$ cat config.mk
export PLATFORM = sky130hd
export DESIGN_NAME = dmi_jtag
export DESIGN_NICKNAME = d
export VERILOG_FILES = /design/src/rtl/dmi_jtag_pkg.sv /design/src/rtl/dmi_jtag_tap.sv /design/src/rtl/dmi_jtag.sv
export SDC_FILE = /design/constraint.sdc
export NUM_CORES = 1
export LEC_CHECK = 0
export BUFFER_PORTS_ARGS = -buffer_cell sky130_fd_sc_hd__buf_4
export CORE_AREA = 2 2 125 127
export DETAILED_ROUTE_END_ITERATION = 6
export DIE_AREA = 0 0 127 129
export PLACE_DENSITY = 0.75
export SYNTH_ARGS = -nofsm -noshare
export SYNTH_HDL_FRONTEND = slang
export SYNTH_SLANG_ARGS = --single-unit
$ cat constraint.sdc
create_clock -name clk -period 5.43 [get_ports clk]
set_clock_uncertainty 0.05 [all_clocks]
set_input_delay 0.2715 -clock clk [delete_from_list [all_inputs] [get_ports clk]]
set_output_delay 0.2715 -clock clk [all_outputs]
set_load 0.02 [all_outputs]
$ cat src/rtl/dmi_jtag_pkg.sv
// Shared types for the JTAG debug transport: DMI request/response, DTM op codes,
// TAP and DMI state encodings, instruction codes and the DTMCS capture image.
package dm;

    typedef enum logic [1:0] {
        DTM_NOP   = 2'd0,
        DTM_READ  = 2'd1,
        DTM_WRITE = 2'd2
    } dtm_op_e;

    localparam logic [1:0] DTM_SUCCESS = 2'd0;
    localparam logic [1:0] DTM_ERR     = 2'd2;
    localparam logic [1:0] DTM_BUSY    = 2'd3;

    typedef struct packed {
        logic [6:0]  addr;
        dtm_op_e     op;
        logic [31:0] data;
    } dmi_req_t;

    typedef struct packed {
        logic [31:0] data;
        logic [1:0]  resp;
    } dmi_resp_t;

    typedef enum logic [3:0] {
        TLR      = 4'd0,  RTI      = 4'd1,  SEL_DR   = 4'd2,  CAP_DR   = 4'd3,
        SH_DR    = 4'd4,  EX1_DR   = 4'd5,  PAUSE_DR = 4'd6,  EX2_DR   = 4'd7,
        UPD_DR   = 4'd8,  SEL_IR   = 4'd9,  CAP_IR   = 4'd10, SH_IR    = 4'd11,
        EX1_IR   = 4'd12, PAUSE_IR = 4'd13, EX2_IR   = 4'd14, UPD_IR   = 4'd15
    } tap_state_e;

    typedef enum logic [2:0] {
        DMI_IDLE       = 3'd0,
        DMI_READ       = 3'd1,
        DMI_WAIT_READ  = 3'd2,
        DMI_WRITE      = 3'd3,
        DMI_WAIT_WRITE = 3'd4
    } dmi_state_e;

    localparam logic [4:0] IR_IDCODE = 5'h01;
    localparam logic [4:0] IR_DTMCS  = 5'h10;
    localparam logic [4:0] IR_DMI    = 5'h11;

    // idle count 1, abits 7, version 0.13 (1); reset strobes always read back as 0
    function automatic logic [31:0] dtmcs_capture(input logic [1:0] dmistat);
        return {14'd0, 1'b0, 1'b0, 1'b0, 3'd1, dmistat, 6'd7, 4'd1};
    endfunction

endpackage

$ cat src/rtl/dmi_jtag_tap.sv
// IEEE 1149.1 TAP controller with IR, IDCODE and BYPASS registers and TDO mux;
// everything runs in the clk domain, stepping on synchronised TCK strobes.
module dmi_jtag_tap
    import dm::*;
#(
    parameter logic [31:0] IDCODE_VALUE = 32'h0000_0DB3
) (
    input  logic       clk,
    input  logic       rst,
    input  logic       tck_rise,
    input  logic       tck_fall,
    input  logic       tms,
    input  logic       tdi,
    input  logic       trst_n,
    input  logic       dr_tdo,
    output logic [4:0] ir,
    output logic       capture_dr,
    output logic       shift_dr,
    output logic       update_dr,
    output logic       td_o,
    output logic       tdo_oe_o
);

    tap_state_e  state_r, state_next;
    logic [4:0]  ir_sr_r;
    logic [31:0] idcode_sr_r;
    logic        bypass_r;
    logic        tdo_s;
    logic        capture_ir, shift_ir, update_ir;

    assign capture_dr = tck_rise & (state_r == CAP_DR);
    assign shift_dr   = tck_rise & (state_r == SH_DR);
    assign update_dr  = tck_rise & (state_r == UPD_DR);
    assign capture_ir = tck_rise & (state_r == CAP_IR);
    assign shift_ir   = tck_rise & (state_r == SH_IR);
    assign update_ir  = tck_rise & (state_r == UPD_IR);

    // TAP state register
    always_ff @(posedge clk or posedge rst) begin
        if (rst) state_r <= TLR;
        else     state_r <= state_next;
    end

    // TAP next-state: TRST wins, otherwise step on each TCK rise
    always_comb begin
        state_next = state_r;
        if (!trst_n) begin
            state_next = TLR;
        end else if (tck_rise) begin
            case (state_r)
                TLR:      state_next = tms ? TLR    : RTI;
                RTI:      state_next = tms ? SEL_DR : RTI;
                SEL_DR:   state_next = tms ? SEL_IR : CAP_DR;
                CAP_DR:   state_next = tms ? EX1_DR : SH_DR;
                SH_DR:    state_next = tms ? EX1_DR : SH_DR;
                EX1_DR:   state_next = tms ? UPD_DR : PAUSE_DR;
                PAUSE_DR: state_next = tms ? EX2_DR : PAUSE_DR;
                EX2_DR:   state_next = tms ? UPD_DR : SH_DR;
                UPD_DR:   state_next = tms ? SEL_DR : RTI;
                SEL_IR:   state_next = tms ? TLR    : CAP_IR;
                CAP_IR:   state_next = tms ? EX1_IR : SH_IR;
                SH_IR:    state_next = tms ? EX1_IR : SH_IR;
                EX1_IR:   state_next = tms ? UPD_IR : PAUSE_IR;
                PAUSE_IR: state_next = tms ? EX2_IR : PAUSE_IR;
                EX2_IR:   state_next = tms ? UPD_IR : SH_IR;
                UPD_IR:   state_next = tms ? SEL_DR : RTI;
                default:  state_next = TLR;
            endcase
        end else begin
            state_next = state_r;
        end
    end

    // Instruction register and the TAP-local data registers
    always_ff @(posedge clk or posedge rst) begin
        if (rst) begin
            ir          <= IR_IDCODE;
            ir_sr_r     <= 5'd0;
            idcode_sr_r <= 32'd0;
            bypass_r    <= 1'b0;
        end else begin
            if (state_r == TLR) ir <= IR_IDCODE;
            else if (update_ir) ir <= ir_sr_r;
            if (capture_ir)    ir_sr_r <= 5'b00101;
            else if (shift_ir) ir_sr_r <= {tdi, ir_sr_r[4:1]};
            if (capture_dr) begin
                idcode_sr_r <= IDCODE_VALUE;
                bypass_r    <= 1'b0;
            end else if (shift_dr) begin
                idcode_sr_r <= {tdi, idcode_sr_r[31:1]};
                bypass_r    <= tdi;
            end
        end
    end

    // Select the LSB of whichever register is being shifted
    always_comb begin
        tdo_s = 1'b0;
        if (state_r == SH_IR) begin
            tdo_s = ir_sr_r[0];
        end else if (state_r == SH_DR) begin
            case (ir)
                IR_IDCODE:        tdo_s = idcode_sr_r[0];
                IR_DTMCS, IR_DMI: tdo_s = dr_tdo;
                default:          tdo_s = bypass_r;
            endcase
        end else begin
            tdo_s = 1'b0;
        end
    end

    // TDO and its enable change on the TCK fall
    always_ff @(posedge clk or posedge rst) begin
        if (rst) begin
            td_o     <= 1'b0;
            tdo_oe_o <= 1'b0;
        end else if (tck_fall) begin
            td_o     <= tdo_s;
            tdo_oe_o <= (state_r == SH_IR) || (state_r == SH_DR);
        end
    end

endmodule

$ cat src/rtl/dmi_jtag.sv
// JTAG debug transport module: synchronises the JTAG pins, hosts DTMCS and
// DMIACCESS and runs the DMI request/response FSM toward the debug module.
module dmi_jtag
    import dm::*;
#(
    parameter logic [31:0] IDCODE_VALUE = 32'h0000_0DB3
) (
    input  logic      clk,
    input  logic      rst,
    input  logic      tck_i,
    input  logic      tms_i,
    input  logic      td_i,
    input  logic      trst_ni,
    output logic      td_o,
    output logic      tdo_oe_o,
    output logic      dbg_dmi_clear_o,
    output dmi_req_t  dbg_dmi_req_o,
    output logic      dbg_dmi_req_valid_o,
    input  logic      dbg_dmi_req_ready_i,
    input  dmi_resp_t dbg_dmi_resp_i,
    input  logic      dbg_dmi_resp_valid_i,
    output logic      dbg_dmi_resp_ready_o
);

    logic [3:0]  sync1_r, sync2_r;
    logic        tck_prev_r, tck_rise, tck_fall;
    logic [4:0]  ir;
    logic        capture_dr, shift_dr, update_dr, dr_tdo;
    logic [31:0] dtmcs_sr_r;
    logic [40:0] dmi_sr_r;
    logic [6:0]  addr_r;
    logic [31:0] data_r;
    dtm_op_e     op_r;
    logic [1:0]  err_r, status;
    dmi_state_e  dmi_state_r, dmi_state_next;
    logic        dtmcs_sel, dmi_sel, dmi_go, dtmcs_abort, dtmcs_clr, in_wait;

    // Two-flop synchronisers for {tck, tms, tdi, trst_n}; TRST starts asserted
    always_ff @(posedge clk or posedge rst) begin
        if (rst) begin
            sync1_r    <= 4'b0100;
            sync2_r    <= 4'b0100;
            tck_prev_r <= 1'b0;
        end else begin
            sync1_r    <= {tck_i, tms_i, td_i, trst_ni};
            sync2_r    <= sync1_r;
            tck_prev_r <= sync2_r[3];
        end
    end

    assign tck_rise = sync2_r[3] & ~tck_prev_r;
    assign tck_fall = ~sync2_r[3] & tck_prev_r;

    dmi_jtag_tap #(.IDCODE_VALUE(IDCODE_VALUE)) u_tap (
        .clk        (clk),
        .rst        (rst),
        .tck_rise   (tck_rise),
        .tck_fall   (tck_fall),
        .tms        (sync2_r[2]),
        .tdi        (sync2_r[1]),
        .trst_n     (sync2_r[0]),
        .dr_tdo     (dr_tdo),
        .ir         (ir),
        .capture_dr (capture_dr),
        .shift_dr   (shift_dr),
        .update_dr  (update_dr),
        .td_o       (td_o),
        .tdo_oe_o   (tdo_oe_o)
    );

    assign dtmcs_sel   = (ir == IR_DTMCS);
    assign dmi_sel     = (ir == IR_DMI);
    assign dr_tdo      = dmi_sel ? dmi_sr_r[0] : dtmcs_sr_r[0];
    assign in_wait     = (dmi_state_r == DMI_WAIT_READ) || (dmi_state_r == DMI_WAIT_WRITE);
    assign status      = (dmi_state_r != DMI_IDLE) ? DTM_BUSY : err_r;
    assign dtmcs_abort = update_dr & dtmcs_sel & dtmcs_sr_r[17];
    assign dtmcs_clr   = update_dr & dtmcs_sel & (dtmcs_sr_r[16] | dtmcs_sr_r[17]);
    assign dmi_go      = update_dr & dmi_sel & (err_r == DTM_SUCCESS) & (dmi_state_r == DMI_IDLE)
                         & ((dmi_sr_r[1:0] == 2'd1) | (dmi_sr_r[1:0] == 2'd2));

    // DTMCS and DMIACCESS capture/shift registers
    always_ff @(posedge clk or posedge rst) begin
        if (rst) begin
            dtmcs_sr_r <= 32'd0;
            dmi_sr_r   <= 41'd0;
        end else begin
            if (capture_dr && dtmcs_sel)    dtmcs_sr_r <= dtmcs_capture(err_r);
            else if (shift_dr && dtmcs_sel) dtmcs_sr_r <= {sync2_r[1], dtmcs_sr_r[31:1]};
            if (capture_dr && dmi_sel)      dmi_sr_r <= {addr_r, data_r, status};
            else if (shift_dr && dmi_sel)   dmi_sr_r <= {sync2_r[1], dmi_sr_r[40:1]};
        end
    end

    // DMI FSM state register
    always_ff @(posedge clk or posedge rst) begin
        if (rst) dmi_state_r <= DMI_IDLE;
        else     dmi_state_r <= dmi_state_next;
    end

    // DMI FSM next-state; a DTMCS hard reset overrides everything
    always_comb begin
        dmi_state_next = dmi_state_r;
        case (dmi_state_r)
            DMI_IDLE: begin
                if (dmi_go) dmi_state_next = (dmi_sr_r[1:0] == 2'd1) ? DMI_READ : DMI_WRITE;
                else        dmi_state_next = DMI_IDLE;
            end
            DMI_READ:       dmi_state_next = dbg_dmi_req_ready_i  ? DMI_WAIT_READ  : DMI_READ;
            DMI_WRITE:      dmi_state_next = dbg_dmi_req_ready_i  ? DMI_WAIT_WRITE : DMI_WRITE;
            DMI_WAIT_READ:  dmi_state_next = dbg_dmi_resp_valid_i ? DMI_IDLE       : DMI_WAIT_READ;
            DMI_WAIT_WRITE: dmi_state_next = dbg_dmi_resp_valid_i ? DMI_IDLE       : DMI_WAIT_WRITE;
            default:        dmi_state_next = DMI_IDLE;
        endcase
        if (dtmcs_abort) dmi_state_next = DMI_IDLE;
        else             dmi_state_next = dmi_state_next;
    end

    // Request latches, read data, sticky error and the clear pulse
    always_ff @(posedge clk or posedge rst) begin
        if (rst) begin
            addr_r          <= 7'd0;
            data_r          <= 32'd0;
            op_r            <= DTM_NOP;
            err_r           <= DTM_SUCCESS;
            dbg_dmi_clear_o <= 1'b0;
        end else begin
            dbg_dmi_clear_o <= dtmcs_abort;
            if (dmi_go) begin
                addr_r <= dmi_sr_r[40:34];
                data_r <= dmi_sr_r[33:2];
                op_r   <= dtm_op_e'(dmi_sr_r[1:0]);
            end else if (dmi_state_r == DMI_WAIT_READ && dbg_dmi_resp_valid_i) begin
                data_r <= dbg_dmi_resp_i.data;
            end
            if (dtmcs_clr)
                err_r <= DTM_SUCCESS;
            else if (capture_dr && dmi_sel && dmi_state_r != DMI_IDLE)
                err_r <= DTM_BUSY;
            else if (in_wait && dbg_dmi_resp_valid_i && dbg_dmi_resp_i.resp != DTM_SUCCESS)
                err_r <= dbg_dmi_resp_i.resp;
        end
    end

    assign dbg_dmi_req_o        = {addr_r, op_r, data_r};
    assign dbg_dmi_req_valid_o  = (dmi_state_r == DMI_READ) || (dmi_state_r == DMI_WRITE);
    assign dbg_dmi_resp_ready_o = in_wait;

endmodule

==> results of run 1 <==
-- synthesized netlist by cell type (3+ instances only) --
master    count
buf_2         4
o21ai_0     119
and2_1       10
a221o_1      30
clkbuf_8      3
dfrtp_1     174
buf_6         4
nand3_1       3
nor3_1        3
mux2i_1      45
nand2_1     176
nand2b_1      3
and2_2       22
a31oi_1       3
inv_1         7
a21oi_1       9
dfstp_2       3
clkbuf_1     36
nor3b_1      10
mux2_2        9
nor2_1       27
nor4_1        4
-- worst reg2reg max path: stages, from the launching register on --
cell,delay (ns)
dfrtp_1,0.61
nor3b_1,0.92
nand2_2,0.75
buf_4,0.55
mux2i_1,0.23
o21ai_0,0.11
-- kinds of logic after synthesis --
group | Yosys count | synth area share [%]
DFF | 177 | 56.7
buffers and inverters | 59 | 4.19
AOI/OAI and AO/OA | 181 | 14.5
adders and majority gates | 1 | 0.160
and+or+nand+nor | 278 | 17.0
muxes | 54 | 7.06
xor gates and xnor gates | 4 | 0.448
-- final timing paths --
path	cells past startpoint	slack (ns)	endpoint	from
worst max-delay path	5	2.05	dmi_sr_r[7]	u_tap.state_r[3]
worst min-delay path	2	0.07	data_r[23]	rst
worst max register to register	5	2.05	dmi_sr_r[7]	u_tap.state_r[3]
worst min register to register	0	0.32	sync2_r[2]	sync1_r[2]
max in group asynchronous	3	4.01	u_tap.state_r[2]	rst
min in group clk	3	0.09	data_r[29]	dbg_dmi_resp_i[31]
-- where the power goes --
group          internal (µW)  leakage, µW  switching [µW]  total, µW
clock                    847     0.000323             507       1350
combinational           69.4      0.00151            78.6        148
sequential              1340      0.00243            27.9       1370
-- per-layer routing --
| metal | wire [µm] | track usage, % |
|---|---|---|
| met4 | 233 | 7.05 |
| met1 | 7420 | 28.9 |
| met5 | 0 | 0 |
| met3 | 829 | 5.32 |
| met2 | 7930 | 33.7 |
-- metrics by stage --
stage | setup WS (ns) | utilization [%] | std cells | hold WS, ns | total power [µW]
final | 2.05 | 61.6 | 1021 | 0.0723 | 2870
after global routing | 1.79 | 61.6 | 1021 | 0.0765 | 2970
after CTS | 2.05 | 61.6 | 1021 | 0.0787 | 2900
after detailed placement | 2.04 | 57.0 | 985 | 0.302 | 1540
after global placement | 2.18 | 57.0 | 985 | 0.297 | 1540
after floorplan | 0.312 | - | 754 | 0.226 | 1470
-- area by class of cell --
class                   count  area share (%)
well taps                 188            2.55
clock inverters            11            2.16
multi-input cells         518            33.8
flip-flops and latches    177            48.0
repair buffers             99            8.16
clock buffers              21            4.99
inverters                   7           0.339
-- state kept, by name (all words and copies together), names as in the netlist, 5 cells and up --
name	flops
dmi_sr_r	41
data_r	32
dtmcs_sr_r	32
u_tap.idcode_sr_r	31
addr_r	7
u_tap.ir	5
u_tap.ir_sr_r	5
==> results.json, run 1 <==
{
  "status": "completed",
  "core_area_um2": 15000,
  "grt_max_degree": 129,
  "drive_gt1_share_pct": 21.7,
  "clock_sinks": 177,
  "drt_iter0_markers": 499,
  "layout_common_cells": "nand2_1, dfrtp_1, o21ai_0",
  "syn_nets": 797,
  "rsz0062_at_grt": "no",
  "crit_type": "register to register",
  "yosysUniqueCellTypes": 59,
  "syn2layout_area_growth_pct": 18.1,
  "netlist_area_um2": 7820,
  "tritoncts": "yes",
  "tightestPinTransition_ns": 1.14,
  "end_kind": "register",
  "avgSynthCellArea_um2": 10.4,
  "dieWidth_um": 127,
  "p_per_area_nw_per_um2": 311,
  "core.rowCount": 45,
  "multi_input_area_um2": 3120,
  "critPathMaxFanout": 44,
  "ys_top_cells_by_area": "dfrtp_1, nand2_1, o21ai_0",
  "p_leak_uw": 0.00426,
  "grt_antenna_before_repair": 0,
  "vdd_drop_max_mv": 0.236,
  "syn_inst": 754,
  "dr.pass1.iters": 5,
  "worst_path_max_delay_cell": "nor3b_1",
  "max_clock_freq_ghz": 0.296,
  "ff_latch_area_um2": 4430,
  "synth-main-ff-cell": "dfrtp_1",
  "slew_violations": 0,
  "post-cts-setup-buffers": 0,
  "drt_wl_total_um": 16400,
  "min_period_ns": 3.38,
  "n_fill_cell": 1202,
  "num_vias": 5686,
  "clk_latency_ns": 0.43,
  "root_buffer": "clkbuf_16",
  "cts_resized": 0,
  "diodes": 0,
  "die_area_um2": 16400,
  "grt.overflow.total": 0,
  "final_antenna_net_count": 0,
  "cpPeakStageDelay_ns": 0.92,
  "yosys_warnings": 0,
  "drc_errors": 0,
  "ys_seq_area_share_pct": 56.7,
  "cp-start-kind": "register",
  "worstPathArrival_ns": 3.59,
  "fin_area_um2": 9230,
  "synth_edf_count": 0,
  "hp-class": "input port to async pin",
  "min_period_over_period_pct": 62.2,
  "place_area_um2": 8530,
  "cp.required_ns": 5.64,
  "vias_per_cell": 5.57,
  "setup_viol": 0,
  "ios": 88,
  "initial_utilization_pct": 52.2,
  "synth-seq-cells": 177,
  "cts_made_buffers": 17,
  "final_common_cell": "nand2_1",
  "nNetsFinal": 863,
  "grt_first_pass_wirelength_um": 27900,
  "hold_viol": 0,
  "path_delay_family": "simple AND/OR/NAND/NOR gates",
  "hold_buffers": 4,
  "routedWlPerCell_um": 16.1,
  "die_h_um": 129,
  "path_buf_inv": 1,
  "ys_async_sr_fraction_pct": 100,
  "slew_headroom_pct": 23.9,
  "path_cells": "nor3b_1 -> nand2_2 -> buf_4 -> mux2i_1 -> o21ai_0",
  "yosys.area.top_type": "dfrtp_1",
  "maxCapViolations": 0,
  "gr-usage-all-layers_pct": 21.2,
  "tns_ns": 0,
  "grt_pass1_vias": 5712,
  "htreeDepth": 4,
  "path_clk_slew_ns": 0.06,
  "synth_top_area_share_pct": 55.7,
  "gp_congestion": 0.812,
  "portBuffers": 87,
  "cts.path.max_buffers": 2,
  "dp_hpwl_um": 10400
}
(Power assumes the default switching activity.)
==> inputs of run 2 (changes only) <==
Clock period 5.43 ns to 2.8 ns, I/O delays scaled along.
==> run 2 against run 1 <==
  * Die area unchanged
  * Flip-flop and latch count stayed put
  * Final area increased by 4.8%
  * Power is 87% higher
  * Register-to-register slack got worse by 1.9 ns
  * Clock power is 76% higher
  * First-iteration DRC count fell by 16%
  * Hold slack lost 0.0052 ns
  * Combinational power increased by 130%
  * Cell count grew 4.5%
  * Core utilization grew 2.9 points
  * Count of clock-buffer cells in the layout grew 4
==> results.json, run 2 (synthesized netlist as in run 1, its figures left out) <==
{
  "grt_antenna_before_repair": 0,
  "top_register": "dmi_sr_r",
  "drive_gt1_share_pct": 21.5,
  "die_area_um2": 16400,
  "tightestPinTransition_ns": 0.769,
  "clk_latency_ns": 0.43,
  "grt_pass1_vias": 5943,
  "dp_hpwl_um": 10800,
  "num_vias": 5886,
  "vdd_drop_max_mv": 0.376,
  "final_antenna_net_count": 0,
  "vias_per_cell": 5.52,
  "n_fill_cell": 1130,
  "die_h_um": 129,
  "reg_top3": "dmi_sr_r: 41 flops, data_r: 32 flops, dtmcs_sr_r: 32 flops",
  "path_cells": "or4b_4 -> or2_2 -> nor4_2 -> a31oi_1 -> dlygate4sd3_1",
  "worstPathArrival_ns": 2.90,
  "p_leak_uw": 0.00446,
  "path_buf_inv": 1,
  "rsz0062_at_grt": "no",
  "min_period_ns": 2.65,
  "final_common_cell": "nand2_1",
  "maxCapViolations": 0,
  "drt_wl_total_um": 16900,
  "min_period_over_period_pct": 94.5,
  "core_area_um2": 15000,
  "max_clock_freq_ghz": 0.378,
  "core.rowCount": 45,
  "p_per_area_nw_per_um2": 556,
  "hold_viol": 0,
  "slew_headroom_pct": 48.6,
  "drt_iter0_markers": 420,
  "dr.pass1.iters": 5,
  "grt_max_degree": 83,
  "setup_viol": 0,
  "root_buffer": "clkbuf_16",
  "path_delay_family": "simple AND/OR/NAND/NOR gates",
  "post-cts-setup-buffers": 0,
  "drc_errors": 0,
  "cp-start-kind": "register",
  "grt_first_pass_wirelength_um": 28900,
  "cpPeakStageDelay_ns": 0.63,
  "portBuffers": 87,
  "htreeDepth": 4,
  "crit_type": "register to register",
  "cp.required_ns": 3.06,
  "slew_violations": 0,
  "ios": 88,
  "clock_sinks": 177,
  "gp_congestion": 0.856,
  "tritoncts": "yes",
  "syn2layout_area_growth_pct": 23.7,
  "largest_reg_flops": 41,
  "whs_ns": 0.0671,
  "routedWlPerCell_um": 15.9,
  "cts.path.max_buffers": 2,
  "diodes": 0,
  "grt.overflow.total": 0,
  "end_kind": "register",
  "hp-class": "input port to register",
  "final_core_util_pct": 64.6,
  "worst_path_max_delay_cell": "or4b_4",
  "status": "completed",
  "gr-usage-all-layers_pct": 22.0,
  "cts_made_buffers": 17,
  "critPathMaxFanout": 16,
  "dieWidth_um": 127,
  "initial_utilization_pct": 52.2,
  "tns_ns": 0,
  "nNetsFinal": 909,
  "layout_common_cells": "nand2_1, dfrtp_1, o21ai_0",
  "path_clk_slew_ns": 0.06
}
[run 2: cell count changes in the layout (fill, tap and decap cells not counted), sizes merged]
| cell | change |
|---|---|
| buf | +9 |
| bufinv | -3 |
| clkbuf | +4 |
| clkinvlp | +1 |
| dlygate4sd3 | +37 |
| inv | -2 |
[run 2: power breakdown]
| part | switching, µW | internal, µW | total, µW |
|---|---|---|---|
| Combinational | 168 | 176 | 344 |
| Clock | 954 | 1420 | 2370 |
| Sequential | 52.0 | 2610 | 2660 |
| Total | 1170 | 4200 | 5380 |
[run 2: timing repair]
item                                   CTS  global route
gates resized for setup                  0             1
hold buffers                            41             0
setup endpoints to repair                0             1
endpoints found under the hold margin   71             0
[run 2: metrics by stage]
step / worst slack [ns] / total power, µW / instance area (µm²) / std cells
after floorplan: 0.346 / 2850 / 7820 / 754
after global placement: 0.379 / 2990 / 8660 / 994
after detailed placement: 0.328 / 3000 / 8660 / 994
after CTS: 0.104 / 5420 / 9660 / 1067
after global routing: 0.0456 / 5560 / 9670 / 1067
final: 0.154 / 5380 / 9670 / 1067
[run 2: worst min-delay path, cell delays in order]
cell     delay (ns)
buf_4          0.09
inv_1          0.06
a32oi_1        0.15
nor2_1         0.06
[run 2: layer usage]
layer  vias to the layer above  GRT usage (%)  routed length (µm)
li1                       2828              -                   -
met1                      2884           28.8                7570
met2                       150           36.2                8370
met3                        24           5.24                 748
met4                         0           8.14                 235
met5                         -              0                   0
[run 2: final timing paths]
kind                                      startpoint             end  slack, ns  cells after the start
worst max-delay path                u_tap.state_r[0]        err_r[0]       0.15                      5
worst min-delay path            dbg_dmi_resp_valid_i  dmi_state_r[2]       0.07                      4
worst max register to register      u_tap.state_r[0]        err_r[0]       0.15                      5
worst min register to register            sync1_r[3]      sync2_r[3]       0.30                      0
max in group asynchronous                        rst     u_tap.ir[0]       1.52                      4
min in group asynchronous                        rst     dmi_sr_r[5]       0.36                      3
[run 2: layout make-up]
class	count	area (µm²)	share of cell area [%]
multi-input cells	518	3120	32.3
well taps	188	235	2.43
flip-flops and latches	177	4430	45.8
inverters	7	30.0	0.311
clock inverters	7	100	1.04
repair buffers	145	1250	13.0
clock buffers	25	495	5.12
